`src/rtl/async_fifo_wctrl.sv`:
```
// async_fifo_wctrl: write-side controller of the async FIFO (wclk domain).
// Drives the RAM write port and keeps the binary and Gray write pointers.
// Synchronizes the read Gray pointer and derives full, almost-full, level and
// a sticky overflow flag.
module async_fifo_wctrl #(
  parameter int unsigned AWIDTH       = 9,
  parameter int unsigned AFULL_THRESH = 2**AWIDTH - 4
) (
  input  logic              wclk,
  input  logic              arst_n,
  input  logic              winc,
  input  logic              wclr_ovf,
  input  logic [AWIDTH:0]   rptr_gray,
  output logic              wen,
  output logic [AWIDTH-1:0] waddr,
  output logic [AWIDTH:0]   wptr_gray,
  output logic              wfull,
  output logic              walmost_full,
  output logic [AWIDTH:0]   wlevel,
  output logic              wovf
);

  localparam logic [AWIDTH:0] LP_AFULL = (AWIDTH+1)'(AFULL_THRESH);

  logic [AWIDTH:0] r_wbin;
  logic [AWIDTH:0] r_wgray;
  logic [AWIDTH:0] r_rq1;
  logic [AWIDTH:0] r_rq2;
  logic            r_wfull;
  logic            r_walmost_full;
  logic [AWIDTH:0] r_wlevel;
  logic            r_wovf;

  logic            w_wen;
  logic [AWIDTH:0] w_wbin_next;
  logic [AWIDTH:0] w_wgray_next;
  logic [AWIDTH:0] w_rbin_sync;
  logic [AWIDTH:0] w_full_cmp;
  logic [AWIDTH:0] w_level_next;

  // Accept logic; gated by arst_n so the RAM is never written while in reset.
  always_comb begin
    w_wen        = winc & ~r_wfull & arst_n;
    w_wbin_next  = r_wbin + {{AWIDTH{1'b0}}, w_wen};
    w_wgray_next = (w_wbin_next >> 1) ^ w_wbin_next;
    w_full_cmp   = {~r_rq2[AWIDTH:AWIDTH-1], r_rq2[AWIDTH-2:0]};
  end

  // Gray-to-binary of the synchronized read pointer: bit i is the XOR of all
  // Gray bits at or above i.
  always_comb begin
    w_rbin_sync = '0;
    for (int unsigned i = 0; i <= AWIDTH; i++) begin
      w_rbin_sync[i] = ^(r_rq2 >> i);
    end
    w_level_next = w_wbin_next - w_rbin_sync;
  end

  // Two-flop synchronizer for the read-domain Gray pointer.
  always_ff @(posedge wclk or negedge arst_n) begin
    if (!arst_n) begin
      r_rq1 <= '0;
      r_rq2 <= '0;
    end else begin
      r_rq1 <= rptr_gray;
      r_rq2 <= r_rq1;
    end
  end

  // Write pointers and registered status flags.
  always_ff @(posedge wclk or negedge arst_n) begin
    if (!arst_n) begin
      r_wbin         <= '0;
      r_wgray        <= '0;
      r_wfull        <= 1'b0;
      r_walmost_full <= 1'b0;
      r_wlevel       <= '0;
    end else begin
      r_wbin         <= w_wbin_next;
      r_wgray        <= w_wgray_next;
      r_wfull        <= (w_wgray_next == w_full_cmp);
      r_walmost_full <= (w_level_next >= LP_AFULL);
      r_wlevel       <= w_level_next;
    end
  end

  // Sticky overflow: a rejected write sets it, and set beats a same-cycle clear.
  always_ff @(posedge wclk or negedge arst_n) begin
    if (!arst_n) begin
      r_wovf <= 1'b0;
    end else if (winc & r_wfull) begin
      r_wovf <= 1'b1;
    end else if (wclr_ovf) begin
      r_wovf <= 1'b0;
    end
  end

  assign wen          = w_wen;
  assign waddr        = r_wbin[AWIDTH-1:0];
  assign wptr_gray    = r_wgray;
  assign wfull        = r_wfull;
  assign walmost_full = r_walmost_full;
  assign wlevel       = r_wlevel;
  assign wovf         = r_wovf;

endmodule

```
`config.mk`:
```
export PLATFORM = sky130hd
export DESIGN_NAME = async_fifo_wctrl
export DESIGN_NICKNAME = d
export VERILOG_FILES = /design/src/rtl/async_fifo_wctrl.sv
export SDC_FILE = /design/constraint.sdc
export NUM_CORES = 1
export LEC_CHECK = 0
export CORE_MARGIN = 2
export CORE_UTILIZATION = 23
export CTS_BUF_LIST = sky130_fd_sc_hd__clkbuf_4 sky130_fd_sc_hd__clkbuf_8
export DETAILED_ROUTE_END_ITERATION = 8
export MAX_ROUTING_LAYER = met4
export PLACE_DENSITY = 0.39
export SYNTH_ARGS = -nofsm -noshare
export SYNTH_HDL_FRONTEND = slang
export SYNTH_SLANG_ARGS = --single-unit
```
`constraint.sdc`:
```
create_clock -name wclk -period 3.8 [get_ports wclk]
set_input_delay 0.57 -clock wclk [delete_from_list [all_inputs] [get_ports wclk]]
set_output_delay 0.57 -clock wclk [all_outputs]
set_load 0.01 [all_outputs]
```
==> results of run 1 <==
-- synth_stat cells, drive strengths merged (2+ instances only) --
cell,number
xnor2,32
a21oi,10
nor3,4
xor2,19
dfrtp,52
ha,10
nand2b,2
nor2b,2
o31ai,2
buf,4
o21ai,4
inv,10
xnor3,2
nand3,5
nand2,9
nor2,12
-- power by group through the flow --
| stage | Clock, uW | Combinational [uW] | Sequential [uW] |
|---|---|---|---|
| finish | 290 | 1160 | 782 |
| global route | 329 | 1310 | 804 |
| CTS | 315 | 1180 | 785 |
| detailed placement | 0 | 1170 | 795 |
| global placement | 0 | 1180 | 795 |
| floorplan | 0 | 713 | 818 |
-- per-stage QoR --
step	total power, uW	hold WS (ps)	setup slack (ps)	instances
5_1_grt	2440	358	61.5	385
4_1_cts	2280	355	140	385
6_report	2240	349	321	385
3_3_place_gp	1980	332	163	380
2_1_floorplan	1530	274	533	194
3_5_place_dp	1970	335	120	380
-- repair_timing --
item | in CTS | in global routing
hold buffers | 0 | 0
gates resized for setup | 0 | 2
setup endpoints to repair | 0 | 1
-- per-layer routing --
layer | GRT usage | routed length, um | share of wire | vias up
met2 | 0.153 | 2370 | 0.47 | 31
met5 | - | 0 | 0 | -
met1 | 0.133 | 2470 | 0.49 | 714
met4 | 0.0282 | 45 | 0.0089 | 0
met3 | 0.0202 | 155 | 0.031 | 4
li1 | - | - | - | 746
-- path summary, 6_finish.rpt --
kind | start | endpoint | depth (start not counted) | slack, ps
setup reg to reg | r_rq2[8] | walmost_full | 13 | 320
min in group asynchronous | arst_n | r_wbin[7] | 2 | 430
hold / removal | r_rq1[0] | r_rq2[0] | 0 | 350
setup / recovery | r_rq2[8] | walmost_full | 13 | 320
max in group asynchronous | arst_n | r_wbin[0] | 2 | 2920
hold reg to reg | r_rq1[0] | r_rq2[0] | 0 | 350
-- registers in the layout, summed over array words and instances (netlist names) --
signal and flops:
walmost_full 1, wfull 1, r_wbin 10, wlevel 10
wovf 1, r_rq2 10, wptr_gray 9, r_rq1 10
-- kinds of logic after synthesis --
kind of cell    count (synthesis)  share of synthesized area
compound gates                 22                     0.0615
xor+xnor                       53                      0.221
buf+inv                        14                     0.0266
simple gates                   40                     0.0797
flops                          52                      0.542
fa+ha+maj                      12                     0.0646
mux                             1                    0.00417
-- worst reg2reg max path: cells and delay by family (launching register included) --
family	cells	cell delay, ps
fa+ha+maj	2	650
compound gates	3	640
xor+xnor	6	1530
flops	1	430
simple gates	2	190
-- layout make-up --
cell class	count	share of cell area
flip-flops and latches	52	0.414
multi-input cells	128	0.333
well taps	136	0.0542
repair buffers	54	0.164
inverters	10	0.0120
clock buffers	5	0.0219
==> impl_metrics.ini, run 1 <==
[drt]
routed_wl_um = 5040
ant_nets = 0
drt_iter0_drc = 29
wire_per_inst_um = 13.1
vias = 1495
drc = 0
dr.pass1.iters = 5
viasPerCell = 3.88

[timing]
timing.slew.headroom = 0.552
clock_skew_ps = 10.7
fin_setup_tns_ps = 0
fmax_mhz = 287
final.period_utilization = 0.916
hold_viol_final = 0
rsz0062_at_grt = no
setup_violations = 0
tightest_slew_ps = 672
period_minus_slack_ps = 3480
slew_viol_final = 0

[power_and_ir_drop]
power.switching_uw = 846
power_density_nw_per_um2 = 712
power.internal_uw = 1390
p_comb_frac = 0.521
ir_drop_uv = 202
pwr-share-seq = 0.350
p_clk_frac = 0.130
p_leak_uw = 0.00134
swShare = 0.378

[clock_tree]
cts_buffers = 5
insertion_delay_ps = 300
cts-htree-levels = 2
clk_path_buf_depth = 2
cts_setup_buffers = 0
clkTransAtPathRegs_ps = 90
cts_sinks = 52
root_buffer = clkbuf_8
cts_tree = built

[die]
rows = 37
die_h_um = 106
io_pins = 47
dieArea_um2 = 11300
core_um2 = 10200
dieWidth_um = 106
initial_core_util = 0.235

[final_layout]
final_common_cell = dfrtp_1
final_area_um2 = 3140
drive_gt1_frac = 0.0924
fin_util = 0.307
fill_cells = 1040
final-seq-area_um2 = 1300
diodes = 0
fin_nets = 276
syn_to_final_growth_pct = 30.8
multiInputGateArea_um2 = 1050
final_cell_mix = dfrtp_1 (52), clkdlybuf4s50_1 (45), xnor2_1 (30)

[setup_path]
path_cells = xnor3_2 > xor2_2 > xor2_1 > xnor2_1 > xnor2_1 > fa_1 > nor2b_1 > o21ai_0 > nand2b_2 > maj3_1 > a41oi_1 > xnor2_1 > a41o_1
path_class = reg2reg
critPathTopFamily = XOR/XNOR gates
worst-endpoint-arrival_ps = 3720
critPathLaunchType = register
slowest_stage = xnor3_2
cp_num_buf_inv = 0
endpoint_kind = register
crit_top_cell = xnor2_1
cp.required_ps = 4040
cp_max_fo = 6
slowest_delay_ps = 490

[yosys]
yosys_register_bits = 52
synth.distinct_cells = 35
synth_area_um2 = 2400
synth.area.top_cells = dfrtp_1 (54%), xnor2_1 (11%), xor2_1 (6.9%)
async_reset_ff_frac = 1.00
yosysSeqAreaShare = 0.542
synth_top_flop_cell = dfrtp_1
syn_area_per_cell_um2 = 12.4
synth-edff-count = 0
synth_top_area_frac = 0.542
ys_warn_count = 0
yosys.area.top_type = dfrtp_1
syn-num-nets = 219
syn-instance-count = 194

[grt]
gr-total-overflow = 0
antenna_found_initial = 0
grt_pass1_vias = 1581
track_usage = 0.0992
grt_pass1_wl_um = 8330
grt_max_degree = 53

[placement]
routabilityCongestion = 0.727
post_dp_cell_area_um2 = 3060
hpwlAfterDp_um = 3810
portBuffers = 46

[job]
drv_cap = 0

[run_status]
outcome = complete, no violations

[worst_hold_path]
hp-class = reg2reg
Power figures use the tool's default switching activity.
==> inputs of run 2 (changes only) <==
--- a/config.mk
+++ b/config.mk
@@ -5,12 +5,15 @@
 export SDC_FILE = /design/constraint.sdc
 export NUM_CORES = 1
 export LEC_CHECK = 0
+export CELL_PAD_IN_SITES_DETAIL_PLACEMENT = 1
+export CELL_PAD_IN_SITES_GLOBAL_PLACEMENT = 1
+export CORE_ASPECT_RATIO = 2
 export CORE_MARGIN = 2
 export CORE_UTILIZATION = 23
 export CTS_BUF_LIST = sky130_fd_sc_hd__clkbuf_4 sky130_fd_sc_hd__clkbuf_8
 export DETAILED_ROUTE_END_ITERATION = 8
 export MAX_ROUTING_LAYER = met4
-export PLACE_DENSITY = 0.39
+export PLACE_DENSITY = 0.47
 export SYNTH_ARGS = -nofsm -noshare
 export SYNTH_HDL_FRONTEND = slang
 export SYNTH_SLANG_ARGS = --single-unit
==> impl_metrics.ini, run 2 (synthesized netlist as in run 1, its figures left out) <==
[final_layout]
diodes = 0
multiInputGateArea_um2 = 1060
drive_gt1_frac = 0.138
fin_nets = 285
final_area_um2 = 3250
final_common_cell = dfrtp_1
fill_cells = 1170
finalNonFillerCells = 396
syn_to_final_growth_pct = 35.2
final-seq-area_um2 = 1300
fin_util = 0.320
final_cell_mix = dfrtp_1 (52), clkdlybuf4s50_1 (45), xnor2_1 (28)

[clock_tree]
insertion_delay_ps = 320
cts-resized-gates = 0
cts_sinks = 52
clkTransAtPathRegs_ps = 110
cts_tree = built
hold_buffers = 0
cts-htree-levels = 2
cts_buffers = 5
root_buffer = clkbuf_8
clk_path_buf_depth = 2
cts_setup_buffers = 0

[timing]
period_minus_slack_ps = 3560
timing.slew.headroom = 0.556
setup_violations = 0
fin_hold_ws_ps = 359
fmax_mhz = 281
final.period_utilization = 0.938
clock_skew_ps = 10.9
fin_setup_tns_ps = 0
hold_viol_final = 0
tightest_slew_ps = 666
rsz0062_at_grt = no
slew_viol_final = 0

[placement]
post_dp_cell_area_um2 = 3130
routabilityCongestion = 0.733
placed_cells = 388
hpwlAfterDp_um = 4510
portBuffers = 46

[setup_path]
path_class = reg2reg
cp_max_fo = 7
worst-endpoint-arrival_ps = 3820
cp.required_ps = 4060
endpoint_kind = register
critPathLaunchType = register

[drt]
drt_iter0_drc = 60
drc = 0
ant_nets = 0
routed_wl_um = 5710
vias = 1585
viasPerCell = 4.00
wire_per_inst_um = 14.4
dr.pass1.iters = 3

[die]
die_h_um = 148
dieArea_um2 = 11300
dieWidth_um = 76.2
rows = 52
io_pins = 47
initial_core_util = 0.237
core_um2 = 10100

[worst_hold_path]
hp-class = reg2reg

[run_status]
outcome = complete, no violations

[power_and_ir_drop]
ir_drop_uv = 192
power_density_nw_per_um2 = 727
p_leak_uw = 0.00141

[grt]
grt_pass1_vias = 1769
grt_pass1_wl_um = 9410
gr-total-overflow = 0
track_usage = 0.112
grt_max_degree = 53
antenna_found_initial = 0

[job]
drv_cap = 0
==> run 2: cell types whose count changed in the layout (fill, tap and decap cells not counted) <==
| cell | change |
|---|---|
| clkinv_4 | +1 |
| xnor2_1 | -2 |
| clkinvlp_4 | +1 |
| buf_4 | +9 |
| a21oi_2 | -1 |
| xnor2_2 | +2 |
| inv_8 | +1 |
| a21oi_1 | +1 |
==> run 2: worst paths after layout <==
check / startpoint / end / slack (ps) / depth (start not counted)
max in group asynchronous: arst_n / wlevel[2] / 2950 / 2
hold reg to reg: r_rq1[4] / r_rq2[4] / 360 / 0
setup / recovery: r_rq2[8] / walmost_full / 240 / 14
min in group asynchronous: arst_n / wptr_gray[7] / 390 / 2
hold / removal: r_rq1[4] / r_rq2[4] / 360 / 0
setup reg to reg: r_rq2[8] / walmost_full / 240 / 14
==> run 2: metrics by stage <==
step | worst slack [ps] | power [uW]
after floorplan | 533 | 1530
after detailed placement | 15.7 | 2050
after global placement | 27.5 | 2040
after global routing | 13.8 | 2570
final | 236 | 2360
after CTS | 176 | 2410
==> run 2: per-layer routing <==
metal / global-route usage / wire length [um] / share of wire
met5: - / 0 / 0
met4: 0.0491 / 123 / 0.022
met3: 0.0158 / 122 / 0.021
met2: 0.214 / 3400 / 0.60
met1: 0.112 / 2060 / 0.36
==> run 2: report_power, final <==
group / total (uW) / internal (uW) / switching (uW)
Clock: 340 / 136 / 204
Combinational: 1240 / 637 / 603
Sequential: 780 / 685 / 94.3
==> run 2: layout make-up <==
type / instances / area share
clock buffer: 5 / 0.0212
clock inverter: 3 / 0.00848
inverter: 10 / 0.0116
multi-input combinational: 128 / 0.326
sequential: 52 / 0.401
tap: 135 / 0.0520
timing repair buffer: 63 / 0.180
==> run 2: critical path, stage by stage, from the launching register on <==
cell	delay [ps]
dfrtp_1	440
xnor3_2	440
buf_4	180
xnor2_4	280
xnor2_1	210
xnor2_1	160
ha_1	210
fa_1	220
nor2b_1	60
o21ai_0	190
nand2b_2	110
maj3_1	380
a41oi_1	280
xnor2_1	180
a41o_1	180
==> RTL change 1 (settings of run 2) <==
Set the parameter `AWIDTH` to 11 (it was 9).
--- a/src/rtl/async_fifo_wctrl.sv
+++ b/src/rtl/async_fifo_wctrl.sv
@@ -3,7 +3,7 @@
 // Synchronizes the read Gray pointer and derives full, almost-full, level and
 // a sticky overflow flag.
 module async_fifo_wctrl #(
-  parameter int unsigned AWIDTH       = 9,
+  parameter int unsigned AWIDTH       = 11,
   parameter int unsigned AFULL_THRESH = 2**AWIDTH - 4
 ) (
   input  logic              wclk,
Interface: changed (resized rptr_gray, waddr, wlevel and wptr_gray); port bits go from 47 to 55. The function was not compared with the original's and may differ.
==> RTL change 1 against run 2 <==
  * Routed wire length is 43% higher
  * Utilization grew 1.8 points
  * Design area is 32% higher
  * Via count increased by 39%
  * Sequential cell count increased by 10
  * Area after synthesis is 24% higher
  * Global-route usage rose by 1.9 points
  * Setup slack lost 0.10 ns
  * Total power increased by 22%
==> RTL change 1: results (changes against run 2) <==
[routing]
routed_wirelength_um = 8170  ; was 5710 um
dr_total_vias = 2204  ; was 1585
firstDrtPassIters = 4  ; was 3
drt_iter0_drc = 67  ; was 60

[clock_network]
clkLatencyLatePin_ns = 0.35  ; was 0.32 ns
clockBufferDepth = 2  ; unchanged
htree_levels = 3  ; was 2
root_buffer = clkbuf_8  ; unchanged
cts_made_buffers = 9  ; was 5
clk_pin_slew_ns = 0.08  ; was 0.11 ns

[setup_path]
path_delay_family = XOR/XNOR gates  ; unchanged
reg2reg_setup_slack_ns = 0.13  ; was 0.24 ns
cpPeakStageDelay_ns = 0.41  ; was 0.44 ns
crit_path_top_delay_cell = dfrtp_1  ; unchanged
worstPathMaxFanout = 2  ; was 7
arrival_ns = 3.91  ; was 3.82 ns

[synthesis]
yosys-top-cells-area = dfrtp_1 (52%), xnor2_1 (7.9%), xor2_1 (7.9%)  ; was dfrtp_1 (54%), xnor2_1 (11%), xor2_1 (6.9%)
synth_cell_types = 48  ; was 35
synth-seq-area-share_pct = 52.1  ; was 54.2%
synth_common_cells = dfrtp_1 (62), xnor2_1 (27), xor2_1 (27)  ; was dfrtp_1 (52), xnor2_1 (30), xor2_1 (19)
synth_warnings = 0  ; unchanged
syn_nets = 278  ; was 219
avgSynthCellArea_um2 = 12.0  ; was 12.4 um^2
synth_edf_count = 0  ; unchanged
async_flop_share_pct = 100  ; unchanged

[run_status]
status = completed  ; unchanged

[placed_design]
post_dp_cell_area_mm2 = 0.00404  ; was 0.00313 mm^2
gp_congestion = 0.762  ; was 0.733
io_buffers = 54  ; was 46
place_inst = 495  ; was 388
place_hpwl_um = 6450  ; was 4510 um

[grt]
antenna_found_initial = 0  ; unchanged
grt_max_degree = 38  ; was 53
gr-total-overflow = 0  ; unchanged
grt.total_usage_pct = 13.1  ; was 11.2%
grt_pass1_vias = 2414  ; was 1769
grt_pass1_wl_um = 13100  ; was 9410 um

[sta]
finalClockSkew_ns = 0.0118  ; was 0.0109 ns
worst_slew_pin_slew_ns = 0.740  ; was 0.666 ns

[floorplan]
core_mm2 = 0.0126  ; was 0.0101 mm^2

[hold_path]
hp-class = input pin to asynchronous set/reset pin  ; was flip-flop to flip-flop

[pwr]
leakage_nw = 1.95  ; was 1.41 nW
peakVddDrop_uv = 274  ; was 192 uV

[layout]
layout.nets = 389  ; was 285
drive_gt1_share_pct = 24.2  ; was 13.8%
diodes = 0  ; unchanged
final_cells = 514  ; was 396

## RTL change 1: final cells by class
type | instances | area, um^2
clock buffer | 9 | 124
clock inverter | 7 | 50.0
fill | 1448 | 8360
inverter | 15 | 56.3
multi-input combinational | 165 | 1370
sequential | 62 | 1550
tap | 150 | 188
timing repair buffer | 106 | 926
## RTL change 1: path summary, 6_finish.rpt
| path | startpoint | end | cells past startpoint |
|---|---|---|---|
| worst max-delay path | r_rq2[9]$_DFF_PN0_ | walmost_full$_DFF_PN0_ | 17 |
| worst min-delay path | arst_n | r_rq1[11]$_DFF_PN0_ | 2 |
| worst max register to register | r_rq2[9]$_DFF_PN0_ | walmost_full$_DFF_PN0_ | 17 |
| worst min register to register | r_rq1[8]$_DFF_PN0_ | r_rq2[8]$_DFF_PN0_ | 0 |
| max in group asynchronous | arst_n | wlevel[8]$_DFF_PN0_ | 3 |
| min in group wclk | r_rq1[8]$_DFF_PN0_ | r_rq2[8]$_DFF_PN0_ | 0 |
## RTL change 1: repair_timing
| action | 4_1_cts | 5_1_grt |
|---|---|---|
| gates resized for setup | 5 | 4 |
| setup buffers | 2 | 1 |
| pin swaps | 3 | 3 |
| endpoints found under the setup margin | 3 | 3 |
## RTL change 1: cell families after synthesis
group,count (synthesis),synth area share (%)
AOI/OAI and AO/OA,39,8.61
DFF,62,52.1
muxes,1,0.336
buffers and inverters,21,2.98
adders and majority gates,15,6.51
xor gates and xnor gates,62,20.9
and+or+nand+nor,48,8.65
## RTL change 1: metrics by stage
stage	setup slack, ns	hold slack (ns)	utilization, %
floorplan	0.221	0.274	-
global placement	-0.0365	0.333	32.0
detailed placement	-0.0945	0.336	32.0
CTS	0.0168	0.346	33.6
global route	-0.0644	0.334	33.8
finish	0.133	0.325	33.8
## RTL change 1: report_power, final
group | switching (mW) | internal, mW | total, mW | leakage, nW
combinational | 0.660 | 0.794 | 1.45 | 1.11
sequential | 0.0992 | 0.799 | 0.898 | 0.759
clock | 0.288 | 0.237 | 0.524 | 0.0816
total | 1.05 | 1.83 | 2.88 | 1.95
## RTL change 1: metal layers
metal	global-route usage [%]	part of all wire, %	up-vias
met3	3.25	2.8	8
met1	12.7	35	1107
met5	-	0	-
li1	-	-	1052
met2	24.7	61	37
met4	4.76	1.7	0
## RTL change 1: worst reg2reg max path, stage by stage (launching register included)
cell      delay, ns
dfrtp_1        0.41
xnor2_2        0.14
buf_4          0.15
xnor2_4        0.19
xor2_2         0.22
xnor2_2        0.17
xor2_2         0.23
xnor2_2        0.12
xor2_1         0.16
ha_2           0.21
fa_2           0.35
nor2b_2        0.15
o31a_1         0.17
o22ai_2        0.11
maj3_2         0.34
o21bai_2       0.15
xor2_2         0.09
a41o_1         0.21
==> RTL change 2 (config.mk and constraints of run 2) <==
Made on the original files. Register the output `wlevel` once more, without a reset; this adds one clock of latency there. The other outputs are not delayed to match.
--- a/src/rtl/async_fifo_wctrl.sv
+++ b/src/rtl/async_fifo_wctrl.sv
@@ -100,7 +100,9 @@
   assign wptr_gray    = r_wgray;
   assign wfull        = r_wfull;
   assign walmost_full = r_walmost_full;
-  assign wlevel       = r_wlevel;
+  always_ff @(posedge wclk) begin
+    wlevel <= r_wlevel;
+  end
   assign wovf         = r_wovf;
 
 endmodule
Check against the original RTL: not equivalent (Yosys sat finds a counterexample within 4 cycles, from zero or initial values and one cycle with arst_n low).
==> RTL change 2 against run 2 <==
  * Area after synthesis increased by 7.0%
  * Design area rose by 13%
  * Clock skew down 0.0051 ns
  * Sequential cell count up 10
  * Utilization grew 1.7 points
  * Routed wire length up 6.9%
  * Total power up 24%
  * Hold slack worse by 0.014 ns
  * Global-route usage increased by 0.38 points
  * Sequential share of layout area up 0.92 points
  * Maximum frequency down 5.2%
  * Setup slack worse by 0.20 ns
  * Critical endpoint unchanged
  * Largest cell class unchanged
  * Highest routed layer unchanged
==> RTL change 2: results (changes against run 2) <==
[grt]
grt_pass1_vias = 1848  ; was 1769
grt.total_usage_pct = 11.6  ; was 11.2%
grt_pass1_wl_um = 9970  ; was 9410 um

[pwr]
power.switching_fraction_pct = 33.9  ; was 38.2%
peakVddDrop_uv = 284  ; was 192 uV
leakage_nw = 1.63  ; was 1.41 nW

[setup_path]
worstPathMaxFanout = 3  ; was 7
cpPeakStageDelay_ns = 0.50  ; was 0.44 ns
crit_path_top_delay_cell = xor3_2  ; was dfrtp_1

[routing]
firstDrtPassIters = 4  ; was 3
routed_wirelength_um = 6110  ; was 5710 um
wl_per_cell_um = 14.4  ; about the same

[synthesis]
yosys-top-cells-area = dfrtp_1 (51%), xnor2_1 (9.2%), dfxtp_1 (7.8%)  ; was dfrtp_1 (54%), xnor2_1 (11%), xor2_1 (6.9%)
synth_compound_area_share_pct = 6.38  ; was 6.15%
synth-seq-area-share_pct = 58.4  ; was 54.2%
async_flop_share_pct = 83.9  ; was 100%
syn_nets = 226  ; was 219
synthXorXnorAreaFrac_pct = 18.4  ; was 22.1%

[clock_network]
clkLatencyLatePin_ns = 0.34  ; was 0.32 ns
htree_levels = 3  ; was 2
cts_made_buffers = 9  ; was 5

[layout]
layout.nets = 304  ; was 285

[placed_design]
place_hpwl_um = 4630  ; was 4510 um
pre_cts_ws_ns = -0.197  ; was 0.0157 ns
post_dp_cell_area_mm2 = 0.00333  ; was 0.00313 mm^2

[sta]
fin_crit_sh_pct = 98.9  ; was 93.8%
max-slew-margin-rel_pct = 54.4  ; was 55.6%

[run_status]
status = completed  ; unchanged

## RTL change 2: what timing repair did
item                                    4_1_cts  5_1_grt
cloned                                        0        0
gates resized for setup                       7       11
pin swaps                                     2       10
endpoints found under the setup margin        4        5
setup buffers                                 2        4
## RTL change 2: per-layer routing
metal | part of all wire [%] | routed length [um]
met1 | 35 | 2150
met2 | 59 | 3570
met3 | 3.5 | 212
met4 | 2.7 | 165
met5 | 0 | 0
## RTL change 2: layout make-up
cell class | instances | area (um^2)
clock buffers | 12 | 159
clock inverters | 4 | 45.0
fillers | 1177 | 7220
inverters | 8 | 30.0
multi-input cells | 127 | 1110
flip-flops and latches | 62 | 1500
well taps | 140 | 175
repair buffers | 71 | 643
## RTL change 2: power by group through the flow
stage               combinational (mW)  clock (mW)  sequential [mW]
CTS                               1.31       0.619            0.954
finish                            1.38       0.594            0.947
detailed placement                1.26           0            0.965
global placement                  1.25           0            0.960
global route                      1.52       0.650            0.974
floorplan                        0.668           0            0.971
